`src/rtl/axis_packet_arbiter.sv`:
```
// Packet-granular round-robin arbiter that merges NUM_SRC AXI-Stream sources
// into one registered output stage, tagging each beat with its source index.
module axis_packet_arbiter #(
  parameter int NUM_SRC   = 2,
  parameter int DATA_BITS = 32,
  parameter int ID_BITS   = 3
) (
  input  logic                         clk_i,
  input  logic                         rstn_i,
  input  logic [NUM_SRC*DATA_BITS-1:0] axis_s_data_i,
  input  logic [NUM_SRC-1:0]           axis_s_valid_i,
  output logic [NUM_SRC-1:0]           axis_s_ready_o,
  input  logic [NUM_SRC-1:0]           axis_s_last_i,
  input  logic [NUM_SRC-1:0]           axis_s_user_i,
  output logic [DATA_BITS-1:0]         axis_m_data_o,
  output logic                         axis_m_valid_o,
  input  logic                         axis_m_ready_i,
  output logic                         axis_m_last_o,
  output logic                         axis_m_user_o,
  output logic [ID_BITS-1:0]           axis_m_id_o
);

  localparam int SW = ID_BITS + 1;

  typedef enum logic [0:0] {
    ST_IDLE   = 1'b0,
    ST_LOCKED = 1'b1
  } state_t;

  state_t                 r_state;
  state_t                 w_state_nxt;
  logic [ID_BITS-1:0]     r_grant;
  logic [ID_BITS-1:0]     r_rr_last;
  logic [ID_BITS-1:0]     w_pick;
  logic                   w_any;
  logic [SW-1:0]          w_shamt;
  logic [SW-1:0]          w_off;
  logic [SW:0]            w_sum;
  logic [NUM_SRC-1:0]     w_rot;
  logic                   w_sel_valid;
  logic                   w_sel_last;
  logic                   w_sel_user;
  logic [DATA_BITS-1:0]   w_sel_data;
  logic [NUM_SRC-1:0]     w_s_ready;
  logic                   w_out_free;
  logic                   w_accept;
  logic                   r_m_valid;
  logic                   r_m_last;
  logic                   r_m_user;
  logic [DATA_BITS-1:0]   r_m_data;
  logic [ID_BITS-1:0]     r_m_id;

  assign w_out_free = !r_m_valid || axis_m_ready_i;
  assign w_accept   = (r_state == ST_LOCKED) && w_sel_valid && w_out_free;

  // Round-robin search: rotate valids so bit 0 is the source after rr_last,
  // take the lowest set bit, then map the offset back to a source index.
  always_comb begin
    w_shamt = {1'b0, r_rr_last} + SW'(1);
    w_rot   = NUM_SRC'({axis_s_valid_i, axis_s_valid_i} >> w_shamt);
    w_any   = |w_rot;
    w_off   = '0;
    for (int j = NUM_SRC - 1; j >= 0; j--) begin
      w_off = w_rot[j] ? SW'(j) : w_off;
    end
    w_sum  = {1'b0, w_shamt} + {1'b0, w_off};
    w_pick = ID_BITS'((w_sum >= (SW + 1)'(NUM_SRC)) ? (w_sum - (SW + 1)'(NUM_SRC)) : w_sum);
  end

  // Granted-source mux and ready fan-out; only the locked source ever sees ready.
  always_comb begin
    w_sel_valid = 1'b0;
    w_sel_last  = 1'b0;
    w_sel_user  = 1'b0;
    w_sel_data  = '0;
    w_s_ready   = '0;
    for (int k = 0; k < NUM_SRC; k++) begin
      w_sel_valid  = (r_grant == ID_BITS'(k)) ? axis_s_valid_i[k] : w_sel_valid;
      w_sel_last   = (r_grant == ID_BITS'(k)) ? axis_s_last_i[k]  : w_sel_last;
      w_sel_user   = (r_grant == ID_BITS'(k)) ? axis_s_user_i[k]  : w_sel_user;
      w_sel_data   = (r_grant == ID_BITS'(k)) ? axis_s_data_i[k*DATA_BITS +: DATA_BITS] : w_sel_data;
      w_s_ready[k] = (r_state == ST_LOCKED) && (r_grant == ID_BITS'(k)) && w_out_free;
    end
  end

  // Next-state logic: lock on any request, release once the last beat is taken.
  always_comb begin
    w_state_nxt = r_state;
    case (r_state)
      ST_IDLE: begin
        if (w_any) begin
          w_state_nxt = ST_LOCKED;
        end else begin
          w_state_nxt = ST_IDLE;
        end
      end
      ST_LOCKED: begin
        if (w_accept && w_sel_last) begin
          w_state_nxt = ST_IDLE;
        end else begin
          w_state_nxt = ST_LOCKED;
        end
      end
      default: w_state_nxt = ST_IDLE;
    endcase
  end

  // State register.
  always_ff @(posedge clk_i or negedge rstn_i) begin
    if (!rstn_i) begin
      r_state <= ST_IDLE;
    end else begin
      r_state <= w_state_nxt;
    end
  end

  // Grant is captured only while idle; rr_last advances when a packet completes.
  always_ff @(posedge clk_i or negedge rstn_i) begin
    if (!rstn_i) begin
      r_grant   <= '0;
      r_rr_last <= ID_BITS'(NUM_SRC - 1);
    end else begin
      if ((r_state == ST_IDLE) && w_any) begin
        r_grant <= w_pick;
      end
      if (w_accept && w_sel_last) begin
        r_rr_last <= r_grant;
      end
    end
  end

  // Output stage: load on accept, drop valid once consumed, otherwise hold.
  always_ff @(posedge clk_i or negedge rstn_i) begin
    if (!rstn_i) begin
      r_m_valid <= 1'b0;
      r_m_last  <= 1'b0;
      r_m_user  <= 1'b0;
      r_m_data  <= '0;
      r_m_id    <= '0;
    end else if (w_accept) begin
      r_m_valid <= 1'b1;
      r_m_last  <= w_sel_last;
      r_m_user  <= w_sel_user;
      r_m_data  <= w_sel_data;
      r_m_id    <= r_grant;
    end else if (r_m_valid && axis_m_ready_i) begin
      r_m_valid <= 1'b0;
    end
  end

  assign axis_s_ready_o = w_s_ready;
  assign axis_m_valid_o = r_m_valid;
  assign axis_m_last_o  = r_m_last;
  assign axis_m_user_o  = r_m_user;
  assign axis_m_data_o  = r_m_data;
  assign axis_m_id_o    = r_m_id;

endmodule

```
`config.mk`:
```
export PLATFORM = sky130hd
export DESIGN_NAME = axis_packet_arbiter
export DESIGN_NICKNAME = d
export VERILOG_FILES = /design/src/rtl/axis_packet_arbiter.sv
export SDC_FILE = /design/constraint.sdc
export NUM_CORES = 1
export LEC_CHECK = 0
export CAP_MARGIN = 40
export CORE_MARGIN = 5
export CORE_UTILIZATION = 35
export CTS_BUF_LIST = sky130_fd_sc_hd__clkbuf_8
export CTS_CLUSTER_SIZE = 14
export DETAILED_ROUTE_END_ITERATION = 7
export PLACE_DENSITY = 0.79
export SLEW_MARGIN = 20
export SYNTH_ARGS = -nofsm -noshare
export SYNTH_HDL_FRONTEND = slang
export SYNTH_SLANG_ARGS = --single-unit
```
`constraint.sdc`:
```
create_clock -name clk_i -period 5.8 [get_ports clk_i]
set_input_delay 1.16 -clock clk_i [delete_from_list [all_inputs] [get_ports clk_i]]
set_output_delay 1.16 -clock clk_i [all_outputs]
set_load 0.1 [all_outputs]
```
## Word level (Yosys, flattened, before mapping)

Cells that the tools add are included.

- Input bits: 73
- Output and inout port bits: 40
- Flip-flop bits (word level): 45
- Word-level logic and storage cells: 45

- Mux-type cells: 16
- Reductions and logical operators: 14
- Order comparisons: 1
- Equality and inequality tests: 1
- Shifts and indexed selects: 1
- Add/subtract/negate cells: 3
- Bitwise gates (word level): 1

Operator list:

| operator | count |
|---|---|
| 2-to-1 mux 32 bit | 2 |
| 2-to-1 mux 1 bit | 12 |
| logical AND 1 bit | 9 |
| adder 4 x 1 -> 5 bit | 1 |
| >= comparator 5 x 2 -> 1 bit, second input constant | 1 |
| adder 3 x 1 -> 4 bit, second input constant | 1 |
| >> shifter 4 x 4 -> 2 bit | 1 |
| == test 3 x 1 -> 1 bit, second input constant | 1 |
| zero test 3 bit | 1 |
| 2-to-1 mux 3 bit | 1 |
| subtractor 3 x 2 -> 3 bit, second input constant | 1 |
| one-hot mux 1 bit (2 select lines) | 1 |
| nonzero test 2 bit | 1 |
| OR reduction 2 bit | 1 |
| zero test 1 bit | 1 |
| logical OR 1 bit | 1 |
| inverter 1 bit | 1 |

## Depth between registers and ports, before layout

Gate-level depths: netlist of the first run.

- Depth after elaboration: 8
- Gate-level depth with buffers: 9
- Mapped depth without buffers: 9

## Worst setup path before layout of the first run

No wires, ideal clock.

- Kind: input to output
- From: input port axis_m_ready_i
- To: output port axis_s_ready_o[0]
- Path buffers: 0
- Arrival time: 2.746 ns
- Stages: 4
- Slack: 1.894 ns
- Required time: 4.640 ns
- Cells stage by stage: nand2b_1 and2_1 nand2_1 nor2_1

- Word-level cells in the longest chain between the ends: 2

Ends and longest elaborated chain:

| element | RTL line | source |
|---|---|---|
| from (decl) | 17 | `input logic axis_m_ready_i,` |
| logical OR 1 bit | 53 | `assign w_out_free = !r_m_valid \|\| axis_m_ready_i;` |
| logical AND 1 bit | 82 | `w_s_ready[k] = (r_state == ST_LOCKED) && (r_grant == ID_BITS'(k)) && w_out_free;` |
| to (decl) | 12 | `output logic [NUM_SRC-1:0] axis_s_ready_o,` |

Every way passes these cells.

## Worst setup path after layout of the first run

Ends and elaborated chain as after synthesis.

==> results.md, run 1 <==
- Top Family by Delay on Critical Path: buffers and inverters
- TritonCTS Buffers: 5
- Drt first pass iters: 4
- Clk_skew: 0.00513 ns
- Layout cell share with drive strength beyond 1: 17.3%
- Clock Path Buffers: 2
- Slowest-stage cell, CP: clkdlybuf4s50_1
- Post-CTS Setup Inserts: 0
- Vias in the first global route: 2270
- Final instance area: 0.00435 mm2
- Crit path cell chain: clkdlybuf4s50_1, nand2b_1, and2_1, nand2_1, nor2_1, clkdlybuf4s50_1, buf_8
- M2 GR Usage: 31.5%
- Share of the synthesized area in the top cell type: 49.0%
- P per Cell Area: 607 mW/mm2
- IO Count: 113
- Nets: 433
- Design Power: 0.00264 W
- Async S/R FF share, synth: 100%
- PortBufs: 112
- Clk slew on worst S/H paths: 0.09 ns
- CP Max Fanout: 3
- CTS tree: done
- # diodes: 0
- Post-synth EDFFs: 0
- Sequential cell area fraction in the yosys report: 50.2%
- Cts hold-fix bufs: 0
- Hold WC Path Type: register to register
- Synth warn: 0
- Worst EP required: 4.64 ns
- All-Layer GR Usage: 16.3%
- Die area: 0.00812 mm2
- RSZ-0062 raised after global routing: no
- Clk_lat worst skew: 0.29 ns
- Top FF cell, synth: dfrtp_1
- Drt drc: 0
- Top cells by area, synth: dfrtp_1, mux2i_1, o31ai_1
- Area leader, netlist: dfrtp_1
- CTS root buf: clkbuf_8
- Most frequent cell after synthesis: dfrtp_1
- Leak: 1.97 nW
- GR Util met3: 3.51%
- Unique cell type count in the Yosys netlist: 31
- Run status: completed
- Initial antenna violation count: 0
- Critical path class: input port to primary output
- Clock sink total: 45
- CP bufs+invs: 3
- Post-Route WL: 6680 um
- Core ar.: 0.00631 mm2
- Busiest grt layer: met2
- Register bit count reported by yosys: 45
- Die Span X: 90.1 um
- Drt wl/cell: 15.3 um
- Via density: 4.84
- H-tree Lvls: 2
- Met1 GRT Util: 18.5%
- CTS resizes: 0
- First-pass GRT wire length: 11000 um
- Peak supply drop: 0.483 mV
- Initial Util: 35.6%
- Setup crit start kind: input port
- DR iter-0 viols: 42
- Hold Vio Cnt, Final: 0
- Fmax: 0.246 GHz
- DP Area: 0.00423 mm2
- Final Cycle Share: 70.0%
- Final min period: 4.06 ns
- Arrival @ worst endpoint: 2.90 ns
- Synthesized area per cell: 10.6 um2
- Slew @ Worst Pin: 0.559 ns
- DR vias: 2111
- Layout fillers: 480
- ANT nets after route: 0
- Gpl congestion: 0.778
- Synth-to-Final Area Change: 93.6%
- Worst stage delay on the critical path: 0.52 ns
- Worst rel slew slack: 62.7%
- DP Wirelength: 5380 um
- Synth cell count leaders: dfrtp_1, nand2_1, mux2i_1
- Mapped cell area: 0.00225 mm2
- Maximum capacitance violations: 0
- CP most frequent cell: clkdlybuf4s50_1
- Gr ovfl total: 0
- CP Capture Type: primary output
- Reg-to-reg slack, setup: 3.11 ns
- Max-slew violations: 0
- Setup violators final: 0
- Die Span Y: 90.1 um
- Rows: 29
- Final setup TNS: 0 ns
- Core Util, Final: 68.9%
- Net Count, Synth: 286
- Syn Inst Count: 211
- Largest net degree at the start of global routing: 44
[cells by family after synthesis]
logic type,count (synthesis),share of synthesized area (%)
DFF,45,50.2
adders and majority gates,2,1.11
AOI/OAI and AO/OA,45,14.8
and+or+nand+nor,59,12.1
xor gates and xnor gates,2,0.780
muxes,38,17.4
buffers and inverters,20,3.62
[cell usage in the layout (no fill, tap or decap), drive strengths merged, types with 3 or more instances in the layout]
cell type,instances
and2,5
buf,45
clkbuf,6
clkdlybuf4s50,111
dfrtp,44
inv,4
mux2,3
mux2i,35
nand2,40
nor2,4
o21ai,3
o31ai,33
[final cells by class]
class	count	area [um2]	area share, %
tap	77	96.3	2.22
clock buffer	6	82.6	1.90
timing repair buffer	156	1940	44.7
multi-input combinational	146	1050	24.1
sequential	45	1130	26.0
clock inverter	2	37.5	0.863
inverter	4	15.0	0.345
[worst reg2reg max path: cells and delay by family (launching register included)]
family	cells	cell delay [ns]
buffers and inverters	1	0.45
multiplexers	2	0.58
AND/OR/NAND/NOR	2	0.89
flip-flops	1	0.71
[worst paths after layout]
path | from | endpoint | cells after the start
max | axis_m_ready_i | axis_s_ready_o[0] | 7
min | axis_m_data_o[10] | axis_m_data_o[10] | 2
max reg2reg | r_grant[0] | r_rr_last[0] | 5
min reg2reg | axis_m_data_o[10] | axis_m_data_o[10] | 2
max in group asynchronous | rstn_i | axis_m_data_o[15] | 2
min in group asynchronous | rstn_i | axis_m_data_o[0] | 1
[through the flow]
stage | cells | worst slack, ns | hold slack, ns
6_report | 436 | 1.74 | 0.479
5_1_grt | 436 | 1.63 | 0.501
4_1_cts | 436 | 1.73 | 0.485
3_5_place_dp | 428 | 1.74 | 0.465
3_3_place_gp | 386 | 1.35 | 0.459
2_1_floorplan | 211 | 1.89 | 0.534
[sequential cells by signal, summed over array words and instances (netlist names)]
name / count
axis_m_user_o: 1
axis_m_id_o: 3
r_rr_last: 3
r_state: 1
axis_m_last_o: 1
axis_m_valid_o: 1
axis_m_data_o: 32
r_grant: 3
[power by group]
group          leakage [nW]  internal, W  switching (W)
Combinational          1.34     0.000730        0.00115
Clock                0.0574     0.000140       0.000107
Sequential            0.578     0.000428      0.0000893
Total                  1.97      0.00130        0.00134
[per-layer routing]
| layer | routed length, um | up-vias |
|---|---|---|
| li1 | - | 1049 |
| met1 | 2600 | 992 |
| met2 | 3660 | 65 |
| met3 | 391 | 5 |
| met4 | 36 | 0 |
| met5 | 0 | - |
No activity file was read; power rests on OpenSTA's default activity.
==> inputs of run 2 (changes only) <==
Settings changed: PLACE_DENSITY 0.79 to 0.81.
Clock period 5.8 ns to 3.7 ns, I/O delays scaled along.
==> results.md, run 2 (same netlist as run 1, synthesis figures left out) <==
- DR vias: 2153
- Setup crit start kind: input port
- Worst EP required: 2.96 ns
- TritonCTS Buffers: 5
- Clk_lat worst skew: 0.29 ns
- Via density: 4.96
- CP Capture Type: primary output
- Largest net degree at the start of global routing: 40
- Placed insts: 426
- Drt drc: 0
- Peak supply drop: 0.633 mV
- Hold WC Path Type: input port to asynchronous set/reset pin
- Clk slew on worst S/H paths: 0.09 ns
- Worst hold margin: 0.412 ns
- Final Cycle Share: 74.9%
- Rows: 29
- DR iter-0 viols: 88
- Cts hold-fix bufs: 0
- Die Span X: 90.1 um
- Setup violators final: 0
- Gr ovfl total: 0
- Core ar.: 0.00631 mm2
- Worst stage delay on the critical path: 0.45 ns
- Drt wl/cell: 16.3 um
- PortBufs: 112
- Layout cell share with drive strength beyond 1: 17.4%
- First-pass GRT wire length: 12000 um
- Max reg flops: 32
- CTS root buf: clkbuf_8
- Critical path class: input port to primary output
- Run status: completed
- Final Non-Filler Cells: 434
- CTS resizes: 0
- Max-slew violations: 0
- CP Max Fanout: 3
- Worst rel slew slack: 57.8%
- CTS tree: done
- IO Count: 113
- Fmax: 0.361 GHz
- Clk_skew: 0.00689 ns
- Initial Util: 35.6%
- Synth-to-Final Area Change: 92.9%
- Arrival @ worst endpoint: 2.03 ns
- # diodes: 0
- Slew @ Worst Pin: 0.633 ns
- ANT nets after route: 0
- Post-Route WL: 7080 um
- Post-CTS Setup Inserts: 0
- Leak: 1.97 nW
- P per Cell Area: 962 mW/mm2
- Commonest cells after routing, fill and taps aside: clkdlybuf4s50_1, dfrtp_1, nand2_1, mux2i_1, o31ai_1
- Drt first pass iters: 4
- DP Wirelength: 5710 um
- Final min period: 2.77 ns
- H-tree Lvls: 2
- Gpl congestion: 0.740
- Die area: 0.00812 mm2
- Crit path cell chain: clkdlybuf4s50_1, nand2b_1, and2_1, nand2_1, nor2_1, buf_4
- Vias in the first global route: 2498
- Die Span Y: 90.1 um
- Final setup TNS: 0 ns
- Hold Vio Cnt, Final: 0
- Nets: 431
- RSZ-0062 raised after global routing: no
- All-Layer GR Usage: 18.0%
- Most common cell after layout, fill and taps aside: clkdlybuf4s50_1
- Design Power: 0.00417 W
- Initial antenna violation count: 0
- Maximum capacitance violations: 0
- Clock Path Buffers: 2
- Slowest-stage cell, CP: clkdlybuf4s50_1
- Clock sink total: 45
-- run 2: cell count changes in the layout (fill, tap and decap cells not counted) --
| cell | before | now |
|---|---|---|
| bufinv_16 | 1 | 2 |
| clkdlybuf4s50_1 | 111 | 109 |
| buf_8 | 27 | 23 |
| clkinvlp_4 | 1 | 0 |
| clkinv_2 | 0 | 1 |
| buf_4 | 2 | 5 |
| clkbuf_8 | 6 | 5 |
| buf_16 | 14 | 15 |
-- run 2: report_power, final --
group	switching (W)	internal, W
Clock	0.000168	0.000268
Combinational	0.00179	0.00112
Sequential	0.000153	0.000670
Total	0.00211	0.00205
-- run 2: metal layers --
layer | track usage [%] | part of all wire (%) | up-vias
li1 | - | - | 1047
met1 | 19.0 | 36 | 1036
met2 | 35.2 | 57 | 62
met3 | 3.92 | 4.9 | 8
met4 | 5.09 | 1.3 | 0
met5 | 0 | 0 | -
-- run 2: critical path: cells and delay by family --
| kind | cells | cell delay (ns) |
|---|---|---|
| buffers and inverters | 2 | 0.75 |
| and+or+nand+nor | 4 | 0.53 |
-- run 2: stage by stage --
stage / utilization [%] / worst slack [ns] / instance area, um2
3_5_place_dp: 66.5 / 0.864 / 4200
5_1_grt: 68.6 / 0.844 / 4330
2_1_floorplan: - / 0.511 / 2250
3_3_place_gp: 54.2 / 0.916 / 3420
6_report: 68.6 / 0.927 / 4330
4_1_cts: 68.6 / 0.914 / 4330
-- run 2: final cells by class --
| type | count | area [um2] |
|---|---|---|
| Timing Repair Buffer | 154 | 1910 |
| Tap cell | 77 | 96.3 |
| Clock inverter | 3 | 65.1 |
| Multi-Input combinational cell | 146 | 1050 |
| Sequential cell | 45 | 1130 |
| Fill cell | 483 | 1980 |
| Clock buffer | 5 | 68.8 |
| Inverter | 4 | 15.0 |
-- run 2: worst paths after layout --
check                                   from                 to  slack (ns)  depth (start not counted)
max in group asynchronous             rstn_i  axis_m_data_o[17]        2.79                          2
hold / removal                        rstn_i   axis_m_data_o[5]        0.41                          1
setup reg to reg                  r_grant[0]       r_rr_last[0]        1.26                          4
min in group clk_i         axis_m_data_o[30]  axis_m_data_o[30]        0.48                          2
setup / recovery              axis_m_ready_i  axis_s_ready_o[0]        0.93                          6
hold reg to reg            axis_m_data_o[30]  axis_m_data_o[30]        0.48                          2
==> inputs of run 3 (changes only) <==
Clock period 3.7 ns to 2.45 ns, I/O delays scaled along.
==> results.md, run 3 (same netlist as run 1, synthesis figures left out) <==
- Gpl congestion: 0.839
- Clk_skew: 0.00704 ns
- H-tree Lvls: 2
- DR iter-0 viols: 64
- Final instance area: 0.00347 mm2
- Arrival @ worst endpoint: 2.38 ns
- # diodes: 0
- Largest net degree at the start of global routing: 39
- CP Max Fanout: 4
- Die Span X: 90.1 um
- Critical path class: input port to register
- Psw: 0.00299 W
- Clock Path Buffers: 2
- Drt wl/cell: 14.6 um
- Run status: completed
- Final Cycle Share: 90.4%
- Layout cell share with drive strength beyond 1: 19.9%
- Vias in the first global route: 1990
- Post-CTS Setup Inserts: 0
- Die Span Y: 90.1 um
- Via density: 4.85
- Cts hold-fix bufs: 0
- Peak supply drop: 1.03 mV
- Max reg flops: 32
- Multi-input logic area: 0.00105 mm2
- Internal Power: 0.00213 W
- Storage cell area: 0.00113 mm2
- DP Wirelength: 4570 um
- Worst EP required: 2.61 ns
- CTS resizes: 0
- CTS tree: done
- Rows: 29
- All-Layer GR Usage: 14.5%
- IO Count: 113
- Leak: 1.68 nW
- Worst rel slew slack: 68.1%
- Clk_lat worst skew: 0.29 ns
- Maximum capacitance violations: 0
- Comb pwr share: 68.3%
- CTS root buf: clkbuf_8
- Initial antenna violation count: 0
- Die area: 0.00812 mm2
- Register share of total power: 23.1%
- Gr ovfl total: 0
- CP Capture Type: register
- P per Cell Area: 1470 mW/mm2
- Initial Util: 35.6%
- Nets: 396
- Commonest cells after routing, fill and taps aside: clkdlybuf4s50_1, buf_4, dfrtp_1, nand2_1, mux2i_1
- Slew @ Worst Pin: 0.479 ns
- ANT nets after route: 0
- Max-slew violations: 0
- Clk network pwr share: 8.6%
- Layout fillers: 594
- Setup WS post-layout: 0.235 ns
- Drt first pass iters: 3
- Synth-to-Final Area Change: 54.5%
- Core ar.: 0.00631 mm2
- Clk slew on worst S/H paths: 0.08 ns
- Final setup TNS: 0 ns
- Hold WC Path Type: input port to asynchronous set/reset pin
- TritonCTS Buffers: 5
- RSZ-0062 raised after global routing: no
- PortBufs: 112
- Clock sink total: 45
- Drt drc: 0
- First-pass GRT wire length: 9780 um
- DR vias: 1937
- Post-Route WL: 5820 um
- Fmax: 0.452 GHz
- Hold Vio Cnt, Final: 0
- DP Area: 0.00339 mm2
- Pre-CTS setup slack: -0.0519 ns
- Most common cell after layout, fill and taps aside: clkdlybuf4s50_1
- Sw frac: 58.4%
- Setup violators final: 0
- Final min period: 2.21 ns
- Setup crit start kind: input port
## run 3: cell count changes in the layout (fill, tap and decap cells not counted), moves of 2 or more
cell	before	now
bufinv_16	2	0
buf_8	23	0
inv_1	4	6
buf_4	5	45
clkdlybuf4s50_1	109	71
buf_16	15	0
## run 3: power by group through the flow
stage,combinational (W),sequential [W],clock (W)
3_3_place_gp,0.00348,0.00118,0
4_1_cts,0.00354,0.00118,0.000455
5_1_grt,0.00370,0.00122,0.000492
2_1_floorplan,0.00114,0.00271,0
3_5_place_dp,0.00353,0.00120,0
6_report,0.00349,0.00118,0.000438
## run 3: per-stage QoR
stage	total power [W]	instances	hold slack, ns	util (%)
floorplan	0.00385	211	0.194	-
global placement	0.00467	391	0.461	53.6
detailed placement	0.00473	391	0.468	53.6
CTS	0.00517	399	0.153	55.0
global route	0.00541	399	0.170	55.0
finish	0.00511	399	0.142	55.0
## run 3: path summary, 6_finish.rpt
path / startpoint / slack [ns] / endpoint / cells past startpoint
max in group asynchronous: rstn_i / 1.60 / axis_m_data_o[15] / 2
worst max register to register: r_rr_last[0] / 0.28 / r_grant[1] / 9
min in group clk_i: axis_m_data_o[10] / 0.48 / axis_m_data_o[10] / 2
worst min-delay path: rstn_i / 0.14 / axis_m_data_o[8] / 1
worst max-delay path: axis_s_valid_i[1] / 0.24 / r_grant[1] / 9
worst min register to register: axis_m_data_o[10] / 0.48 / axis_m_data_o[10] / 2
## run 3: layer usage
layer / global-route usage [%] / wire (um) / vias up
li1: - / - / 972
met1: 16.0 / 2260 / 899
met2: 26.3 / 3060 / 61
met3: 5.68 / 458 / 5
met4: 2.98 / 40 / 0
met5: 0 / 0 / -
## run 3: area by class of cell
type,count,area share [%]
Sequential cell,45,32.5
Timing Repair Buffer,119,31.5
Multi-Input combinational cell,146,30.4
Tap cell,77,2.78
Clock buffer,5,1.98
Clock inverter,3,0.433
Inverter,4,0.433
## run 3: worst max-delay path, stage by stage
cell,delay (ns)
clkdlybuf4s50_1,0.51
nor3b_1,0.20
o21ai_0,0.12
ha_1,0.22
xor2_1,0.25
ha_1,0.24
o221ai_1,0.12
a21oi_1,0.13
o22ai_1,0.09
